### src/rtl/bus_read_y.sv
// Y-matrix row reader: fetches a diagonal and a non-diagonal Y SRAM row while the bus
// grant is held and extracts one complex element from each row by one-hot slot select.
module bus_read_y #(
    parameter int                ADDR_W    = 11,
    parameter int                DATA_W    = 256,
    parameter int                SLOT_W    = 64,
    parameter int                ELEM_W    = 48,
    parameter int                READ_LAT  = 1,
    parameter logic [ADDR_W-1:0] IDLE_ADDR = 11'h7ff
) (
    input  logic              clock,
    input  logic              reset,
    input  logic              inModuleEnable,
    input  logic              startReq,
    input  logic [ADDR_W-1:0] inDiagAddr,
    input  logic [ADDR_W-1:0] inNonDAddr,
    input  logic [3:0]        inDiagOH,
    input  logic [3:0]        inNonDiagOH,
    input  logic [DATA_W-1:0] inYreadData1,
    input  logic [DATA_W-1:0] inYreadData2,
    output logic [ADDR_W-1:0] op_readAddr1,
    output logic [ADDR_W-1:0] op_readAddr2,
    output logic [ELEM_W-1:0] op_diagVal,
    output logic [ELEM_W-1:0] op_nonDiagVal,
    output logic              op_readDone,
    output logic              op_busy,
    output logic              op_ohError
);

    localparam int NSLOT = 4;
    localparam int CNT_W = (READ_LAT > 1) ? $clog2(READ_LAT) : 1;

    typedef enum logic [2:0] {S_IDLE, S_ISSUE, S_WAIT, S_CAPTURE, S_DONE} state_t;

    state_t              state_q, state_d;
    logic [CNT_W-1:0]    cnt_q, cnt_d;
    logic [ADDR_W-1:0]   daddr_q, daddr_d, naddr_q, naddr_d;
    logic [NSLOT-1:0]    doh_q, doh_d, noh_q, noh_d;
    logic [ADDR_W-1:0]   rd1_q, rd1_d, rd2_q, rd2_d;
    logic [ELEM_W-1:0]   dval_q, dval_d, nval_q, nval_d;
    logic                done_q, done_d, busy_q, busy_d, oherr_q, oherr_d;

    // Upper bits of each slot carry no element data.
    logic unused_hi;
    assign unused_hi = ^{inYreadData1, inYreadData2};

    function automatic logic [ELEM_W-1:0] extract(input logic [DATA_W-1:0] row,
                                                   input logic [NSLOT-1:0]  oh);
        logic [ELEM_W-1:0] r;
        r = '0;
        for (int k = 0; k < NSLOT; k++)
            if (oh[k]) r = r | row[k*SLOT_W +: ELEM_W];
        return r;
    endfunction

    always_comb begin
        state_d = state_q;
        cnt_d   = cnt_q;
        daddr_d = daddr_q;
        naddr_d = naddr_q;
        doh_d   = doh_q;
        noh_d   = noh_q;
        dval_d  = dval_q;
        nval_d  = nval_q;
        oherr_d = oherr_q;
        case (state_q)
            S_IDLE: begin
                if (startReq) begin
                    daddr_d = inDiagAddr;
                    naddr_d = inNonDAddr;
                    doh_d   = inDiagOH;
                    noh_d   = inNonDiagOH;
                    if (!$onehot(inDiagOH) || !$onehot(inNonDiagOH)) begin
                        // Bad select: finish immediately without touching the SRAM.
                        oherr_d = 1'b1;
                        dval_d  = '0;
                        nval_d  = '0;
                        state_d = S_DONE;
                    end else begin
                        oherr_d = 1'b0;
                        state_d = S_ISSUE;
                    end
                end
            end
            S_ISSUE: begin
                if (inModuleEnable) begin
                    cnt_d   = CNT_W'(READ_LAT - 1);
                    state_d = (READ_LAT == 1) ? S_CAPTURE : S_WAIT;
                end
            end
            S_WAIT: begin
                if (!inModuleEnable) begin
                    state_d = S_ISSUE;
                end else begin
                    cnt_d = cnt_q - CNT_W'(1);
                    if (cnt_q == CNT_W'(1)) state_d = S_CAPTURE;
                end
            end
            S_CAPTURE: begin
                if (!inModuleEnable) begin
                    state_d = S_ISSUE;
                end else begin
                    dval_d  = extract(inYreadData1, doh_q);
                    nval_d  = extract(inYreadData2, noh_q);
                    state_d = S_DONE;
                end
            end
            S_DONE:  state_d = S_IDLE;
            default: state_d = S_IDLE;
        endcase

        // Outputs are registered from the next state so they line up with it.
        if (state_d == S_ISSUE || state_d == S_WAIT || state_d == S_CAPTURE) begin
            rd1_d = daddr_d;
            rd2_d = naddr_d;
        end else begin
            rd1_d = IDLE_ADDR;
            rd2_d = IDLE_ADDR;
        end
        done_d = (state_d == S_DONE);
        busy_d = (state_d != S_IDLE);
    end

    always_ff @(posedge clock) begin
        if (reset) begin
            state_q <= S_IDLE;
            cnt_q   <= '0;
            daddr_q <= '0;
            naddr_q <= '0;
            doh_q   <= '0;
            noh_q   <= '0;
            rd1_q   <= IDLE_ADDR;
            rd2_q   <= IDLE_ADDR;
            dval_q  <= '0;
            nval_q  <= '0;
            done_q  <= 1'b0;
            busy_q  <= 1'b0;
            oherr_q <= 1'b0;
        end else begin
            state_q <= state_d;
            cnt_q   <= cnt_d;
            daddr_q <= daddr_d;
            naddr_q <= naddr_d;
            doh_q   <= doh_d;
            noh_q   <= noh_d;
            rd1_q   <= rd1_d;
            rd2_q   <= rd2_d;
            dval_q  <= dval_d;
            nval_q  <= nval_d;
            done_q  <= done_d;
            busy_q  <= busy_d;
            oherr_q <= oherr_d;
        end
    end

    assign op_readAddr1  = rd1_q;
    assign op_readAddr2  = rd2_q;
    assign op_diagVal    = dval_q;
    assign op_nonDiagVal = nval_q;
    assign op_readDone   = done_q;
    assign op_busy       = busy_q;
    assign op_ohError    = oherr_q;

endmodule

### config.mk
export PLATFORM = sky130hd
export DESIGN_NAME = bus_read_y
export DESIGN_NICKNAME = d
export VERILOG_FILES = /design/src/rtl/bus_read_y.sv
export SDC_FILE = /design/constraint.sdc
export NUM_CORES = 1
export LEC_CHECK = 0
export ABC_AREA = 0
export CORE_AREA = 10 10 254 256
export DETAILED_ROUTE_END_ITERATION = 10
export DIE_AREA = 0 0 264 266
export GPL_TIMING_DRIVEN = 0
export PLACE_DENSITY = 0.44
export SKIP_LAST_GASP = 1
export SLEW_MARGIN = 10
export SYNTH_ARGS = -nofsm -noshare
export SYNTH_HDL_FRONTEND = slang
export SYNTH_SLANG_ARGS = --single-unit
### constraint.sdc
create_clock -name clock -period 6.45 [get_ports clock]
set_input_delay 1.29 -clock clock [delete_from_list [all_inputs] [get_ports clock]]
set_output_delay 1.29 -clock clock [all_outputs]
set_load 0.03 [all_outputs]
Word-level counts from Yosys, hierarchy flattened. Index checks and enable logic that the tools add are counted.

Register bits: 155. Latch bits: 0. RAM bits: 0. Bits in read-only memories: 0. Input port bits: 546. Output and inout port bits: 121. Word-level logic and storage cells: 95. Memories kept: 0.

$add $sub $neg: 7. $mul: 0. Divide/modulo/power cells: 0. $lt $le $gt $ge: 0. Eq/ne operators: 14. Shifts and indexed selects: 0. Multiplexer cells: 41. Bitwise logic cells: 7. Reductions and logical operators: 13.

Operators by type and width (count): $mux W48 (24); $or A48 B48 Y48 (6); $pmux W48 S2 (2); $mux W11 (4); $mux W3 (6); $eq A3 B1 Y1 const B (4); $eq A3 B2 Y1 const B (4); $pmux W3 S4 (1); $ne A2 B2 Y1 const B (5); $add A1 B1 Y2 (4); $add A2 B2 Y3 (2); $reduce_and A4 Y1 (1); $reduce_bool A2 Y1 (2); $eq A3 B3 Y1 const B (1); $logic_not A3 Y1 (1); $logic_or A1 B1 Y1 (3); $mux W1 (3); $reduce_and A3 Y1 (1); $reduce_bool A3 Y1 (1); $logic_not A1 Y1 (2); $pmux W1 S2 (1); $reduce_and A2 Y1 (1); $reduce_or A2 Y1 (1); $not A1 Y1 (1); $sub A1 B1 Y1 const B (1).

Logic depth before layout (Yosys ltp). Gate-level depths: netlist (run 1).

Depth in word-level cells: 15. Mapped depth: 10.

Least setup slack after synthesis (run 1). OpenSTA, ideal clock, no wires.

Path kind: input port to flip-flop. Start point: in inNonDiagOH[0]. End point: reg dval_q[19] (netlist: op_diagVal[19]). Setup time: 61 ps. Data arrival time: 3526 ps. Data required time: 6389 ps. Setup slack: 2863 ps. Stages on the path: 10. Buffers on the path: 2. Cells stage by stage: inv_1 > fa_1 > inv_1 > ha_1 > ha_1 > or2_1 > o21ai_2 > clkbuf_1 > buf_2 > a32o_1.

Cells in the longest elaborated chain, start to end: 7.

Ends and longest elaborated chain: from (decl) (RTL line 18) `input logic [3:0] inNonDiagOH,`; $add A1 B1 Y2 (implied by the code) (RTL line 73) `if (!$onehot(inDiagOH) || !$onehot(inNonDiagOH)) begin`; $add A2 B2 Y3 (implied by the code) (RTL line 73); $eq A3 B1 Y1 (RTL line 73); $logic_not A1 Y1 (RTL line 73); $logic_or A1 B1 Y1 (RTL line 73); $ne A2 B2 Y1 (no source line); $reduce_and A4 Y1 (no source line); to (signal assigned) (RTL line 148) `dval_q <= dval_d;`; to (decl) (RTL line 40) `logic [ELEM_W-1:0] dval_q, dval_d, nval_q, nval_d;`.

Every way passes these cells. A chain may end at the register's enable or synchronous reset.

Worst setup path after layout (run 1).
Start point: in inNonDiagOH[0]. End point: reg dval_q[15] (netlist: op_diagVal[15]).

The elaborated chain is that of the path after synthesis.

==> results of run 1 <==
## critical path, delay by kind of cell
family | cells | cell delay [ps]
fa+ha+maj | 3 | 980
compound gates | 2 | 930
buf+inv | 5 | 1450
simple gates | 1 | 290
## how the worst max path moves through the flow
stage | cells past startpoint | startpoint | slack, ps | to
after floorplan | 10 | inNonDiagOH[0] | 2860 | op_diagVal[19]$_SDFFE_PP0P_
after global placement | 11 | inDiagOH[0] | 1300 | op_diagVal[16]$_SDFFE_PP0P_
after detailed placement | 11 | inDiagOH[0] | 1320 | op_readDone$_SDFF_PP0_
after CTS | 11 | inDiagOH[0] | 1850 | op_diagVal[19]$_SDFFE_PP0P_
after global routing | 11 | inNonDiagOH[0] | 1620 | op_diagVal[15]$_SDFFE_PP0P_
final | 11 | inNonDiagOH[0] | 1920 | op_diagVal[15]$_SDFFE_PP0P_
## sequential cells by signal (all words and copies together), names as in the netlist
name,cells
op_ohError,1
daddr_q,11
op_diagVal,48
op_nonDiagVal,48
op_readAddr2,11
doh_q,4
op_busy,1
op_readDone,1
noh_q,4
cnt_q,1
op_readAddr1,11
state_q,3
naddr_q,11
## cells by family after synthesis
family	count (synthesis)
AOI/OAI and AO/OA	307
xor gates and xnor gates	1
DFF	155
muxes	22
and+or+nand+nor	173
adders and majority gates	6
buffers and inverters	96
## final cells by class
type	instances	area [µm²]
Antenna cell	1	2.502
Tap cell	782	978.4
Fill cell	6494	45640
Sequential cell	155	3103
Clock inverter	11	110.1
Multi-Input combinational cell	509	3605
Inverter	11	41.29
Buffer	85	351.6
Timing Repair Buffer	538	5385
Clock buffer	20	466.7
## per-stage QoR
step | util [%] | instances | power [mW]
3_3_place_gp | 22.56 | 2080 | 1.695
5_1_grt | 23.53 | 2112 | 2.817
6_report | 23.53 | 2112 | 2.677
4_1_cts | 23.53 | 2111 | 2.749
3_5_place_dp | 22.56 | 2080 | 1.699
2_1_floorplan | - | 760 | 1.258
## routing by layer
layer	track usage (%)	vias up	wire length [µm]
li1	-	4102	-
met4	4.402	16	954
met5	0	-	109
met1	15.14	4186	20070
met2	23.61	369	24710
met3	6.312	53	4736
## power groups by stage
stage                     logic (mW)  registers [mW]  clock network [mW]
final                          0.671           0.993                1.01
after global routing           0.727           0.996                1.09
after CTS                      0.687           0.994                1.07
after detailed placement       0.684            1.02                   0
after global placement         0.680            1.01                   0
after floorplan                0.236            1.02                   0
## layout by cell type (no fill, tap or decap), types with 2 or more instances in the layout
master / count
nor2_1: 22
clkinv_4: 3
dfxtp_1: 155
nand3_1: 22
fa_1: 2
a21oi_1: 12
buf_2: 11
o21bai_1: 2
clkdlybuf4s50_1: 538
inv_1: 11
nor3_1: 3
mux2i_1: 22
buf_1: 15
ha_1: 4
nand2b_1: 2
clkbuf_1: 56
nand2_1: 112
clkbuf_8: 3
a22oi_1: 192
inv_6: 3
buf_6: 2
a32o_1: 96
clkinvlp_4: 3
clkbuf_16: 17
==> metrics.txt, run 1 <==
Fin Hold WS=490.8 ps; CP max stage cell=o21ai_2; Comb power frac=25.1%; CTS hold repair buffers=0; pre-CTS WS=1316 ps; Main synth FF type=dfxtp_1; number of register bits inferred by synthesis=155; Period minus WS final=4533 ps; vias per inst=4.132; layout cell share with drive strength beyond 1=3.762%; most common cell in the netlist=a22oi_1; Req. time, crit path=6870 ps; min-delay worst type=flop to flop; Design Area, Final=14040 µm²; Final Setup Violations=0; Routed Antenna Nets=0; worst rel slew slack=29.34%; Max IR drop VDD=188.0 µV; Critical Path AT=4950 ps; die width=264 µm; Reg-to-Reg Start=state_q[1]$_SDFF_PP0_; cells along the critical path=clkdlybuf4s50_1 > inv_1 > fa_1 > inv_1 > ha_1 > ha_1 > or2_1 > o21ai_2 > clkbuf_1 > buf_2 > a32o_1; Nets=1869; R2R setup slack=3770 ps; setup bufs post-CTS=0; worst reg2reg endpoint=op_nonDiagVal[38]$_SDFFE_PP0P_; Post-Syn Instances=760; CP Launch Type=input port; CTS root buf=clkbuf_16; DR iter-0 viols=396; fmax=220.6 MHz; area delta synth->final=97.78%; area leader, netlist=dfxtp_1; Pleak=5.085 nW; Sequential Power Share=37.1%; Slew @ Worst Pin=1060 ps; GP Congestion=0.8224; htree depth=4; largest net degree at the start of global routing=17; vias=8726; Post-Synth Adder-Cell Area=1.269%; WHS Endpoint=op_readAddr2[2]$_SDFF_PP1_; total CTS buffers=17; critical path's largest stage delay=720 ps; IO Count=667; Seq/Total Area, Yosys=43.70%; largest family of logic cells by synthesized area=compound AO/OA/AOI/OAI gates; hold_sp=naddr_q[2]$_SDFF_PP0_; Post-DP Area=13460 µm²; Setup WS post-layout=1917 ps; Hold Vio Cnt, Final=0; CTS tree=built; Post-synth EDFFs=0; total wire length=50570 µm; gr usage total=13.87%; FP Rows=90; Setup Crit Path Kind=input port to flop; DR pass1 iterations=5; worst-path maximum fanout=10; Hold Path Depth=2; cell-internal power=1.880 mW; Post-DP HPWL=41790 µm; Synth cell types=37; Initial Util=11.90%; worst skew pair latency=480 ps; Final period util=70.27%; status=finished clean; sw frac=29.77%; Clock transition at path regs=70 ps; PortBufs=538; Routed WL per cell=23.95 µm; Max-Cap Viols=0; global route total overflow=0; clk sinks=155; clock group share of total power=37.9%; Synth Warn #=0; worst r2r path cells=6; Net Switching=0.7969 mW; die area=70220 µm²; setup total negative slack=0 ps; simple-gate area share of the yosys netlist=10.54%; Synth top area share=43.70%; first-pass GRT wire length=69890 µm; post-synthesis compound-gate area fraction=35.74%; max-slew violation count=0; antenna violations before repair=9; Synth async-reset ratio=0%; core area=59680 µm²; Mapped Area=7101 µm²; DRC=0; PwrDens=190.6 nW/µm²; Post-Synth XOR/XNOR Area=0.1233%; synthesized area per cell=9.343 µm²; CP Capture Type=flop; RSZ-0062 raised after global routing=no; vias in the first global route=9405; Post-synth top cells=a22oi_1, dfxtp_1, nand2_1; clk_skew=11.38 ps; Die Height=266 µm; syn nets=1312; cts repair resizes=0; portion of netlist area occupied by mux cells=3.101%; Synth area leaders=dfxtp_1, a22oi_1, a32o_1; Clock Path Buffers=2
Power figures use the tool's default switching activity.
==> run 2: changes to the inputs <==
Clock period 6.45 ns to 4.2 ns, I/O delays scaled along.
==> run 2 against run 1 <==
Against the previous run: register-to-register slack got worse by 2200 ps; combinational power rose by 54%; clock skew fell by 1.8 ps; routed wire length barely moved; largest power group unchanged; setup slack got worse by 1600 ps; final cell count did not move; via count fell by 0.36%; clock power rose by 54%; worst hold slack got worse by 3.3 ps; highest routed layer unchanged; total power rose by 54%; non-clock buffer count did not move; critical path depth did not move.
==> metrics.txt, run 2 (synthesis gave the netlist of run 1 again) <==
status=finished clean; clk sinks=155; DRC=0; DR iter-0 viols=422; cells along the critical path=clkdlybuf4s50_1 > inv_1 > fa_1 > inv_1 > ha_1 > ha_1 > nand4bb_1 > o21ai_4 > clkbuf_1 > buf_2 > a32o_1; worst r2r path cells=6; Sequential Power Share=37.1%; die width=264 µm; Non-Filler Instances=2112; first-pass GRT wire length=69890 µm; Critical Path Stages=11; fmax=256.4 MHz; filler instances=6495; Nets=1869; CP Launch Type=input port; Final Setup Violations=0; Period minus WS final=3901 ps; RSZ-0062 raised after global routing=no; Post-DP HPWL=41790 µm; Slew @ Worst Pin=1058 ps; clock group share of total power=37.8%; Hold Path Depth=2; Max-Cap Viols=0; min-delay worst type=flop to flop; setup bufs post-CTS=0; Multi-input gate area=3612 µm²; core area=59680 µm²; max-slew violation count=0; CTS root buf=clkbuf_16; Setup Crit Path Kind=input port to flop; sw frac=29.80%; Clock Path Buffers=2; Max IR drop VDD=289.9 µV; vias=8695; CP Capture Type=flop; total wire length=50560 µm; FP Rows=90; CP top delay family=buffers and inverters; Net Switching=1.225 mW; DR pass1 iterations=5; register area=3103 µm²; htree depth=4; commonest non-fill, non-tap cell in the layout=clkdlybuf4s50_1; layout cell share with drive strength beyond 1=3.762%; PortBufs=538; worst-path maximum fanout=10; critical path's largest stage delay=550 ps; vias in the first global route=9405; worst rel slew slack=29.48%; CTS tree=built; cell-internal power=2.887 mW; area delta synth->final=97.89%; clk_skew=9.632 ps; die area=70220 µm²; GP Congestion=0.8224; Comb power frac=25.1%; Cells after DPL=2080; antenna violations before repair=9; Routed Antenna Nets=0; Pleak=5.086 nW; global route total overflow=0; Initial Util=11.90%; most frequent cells in the layout=clkdlybuf4s50_1, a22oi_1, dfxtp_1; Die Height=266 µm; IO Count=667; Final period util=92.88%; Buf/Inv on CP=5; Routed WL per cell=23.94 µm; PwrDens=292.7 nW/µm²; CP max stage cell=o21ai_4; Hold Vio Cnt, Final=0; Req. time, crit path=4620 ps; Clock transition at path regs=70 ps; gr usage total=13.87%; vias per inst=4.117; Fin Hold WS=487.4 ps; worst skew pair latency=480 ps; setup total negative slack=0 ps; total CTS buffers=17; Critical Path AT=4320 ps; largest net degree at the start of global routing=17
==> run 2: per-layer routing <==
layer  up-vias  global-route usage (%)  share of wire, %
li1       4101                       -                 -
met1      4161                   15.14                40
met2       363                   23.61                49
met3        54                   6.312               9.5
met4        16                   4.402               1.9
met5         -                       0              0.23
==> run 2: power groups by stage <==
stage | Combinational [mW] | Sequential, mW | Clock (mW)
after detailed placement | 1.05 | 1.56 | 0
final | 1.03 | 1.52 | 1.56
after CTS | 1.05 | 1.53 | 1.64
after global routing | 1.12 | 1.53 | 1.68
after floorplan | 0.363 | 1.57 | 0
after global placement | 1.04 | 1.56 | 0
==> run 2: area by class of cell <==
cell class	instances	share of cell area, %
multi-input cells	509	25.71
plain buffers	85	2.502
inverters	11	0.2939
flip-flops and latches	155	22.08
clock buffers	20	3.321
clock inverters	11	0.7836
repair buffers	538	38.33
well taps	782	6.963
diodes	1	0.01781
==> run 2: stage by stage <==
step | cell area (µm²) | setup WS [ps] | utilization, % | power (mW)
floorplan | 7101 | 1063 | - | 1.932
global placement | 13460 | -500.4 | 22.56 | 2.603
detailed placement | 13460 | -484.2 | 22.56 | 2.609
CTS | 14040 | 45.73 | 23.53 | 4.222
global route | 14050 | 50.40 | 23.54 | 4.328
finish | 14050 | 299.2 | 23.54 | 4.113
==> run 2: worst reg2reg max path, cell delays in order, from the launching register on <==
cell and delay, ps:
dfxtp_1 320, buf_2 220, nand4b_1 220, nor2_2 680
buf_2 410, clkbuf_1 480, a32o_1 210
==> run 2: worst paths after layout <==
| path | start | end | slack, ps |
|---|---|---|---|
| min | naddr_q[10]$_SDFF_PP0_ | op_readAddr2[10]$_SDFF_PP1_ | 490 |
| max | inDiagOH[0] | op_diagVal[15]$_SDFFE_PP0P_ | 300 |
| min reg2reg | naddr_q[10]$_SDFF_PP0_ | op_readAddr2[10]$_SDFF_PP1_ | 490 |
| max reg2reg | state_q[1]$_SDFF_PP0_ | op_nonDiagVal[38]$_SDFFE_PP0P_ | 1580 |
==> run 2: timing repair <==
action	in CTS	in global routing
setup endpoints to repair	0	20
hold buffers	0	0
resized for setup	0	1
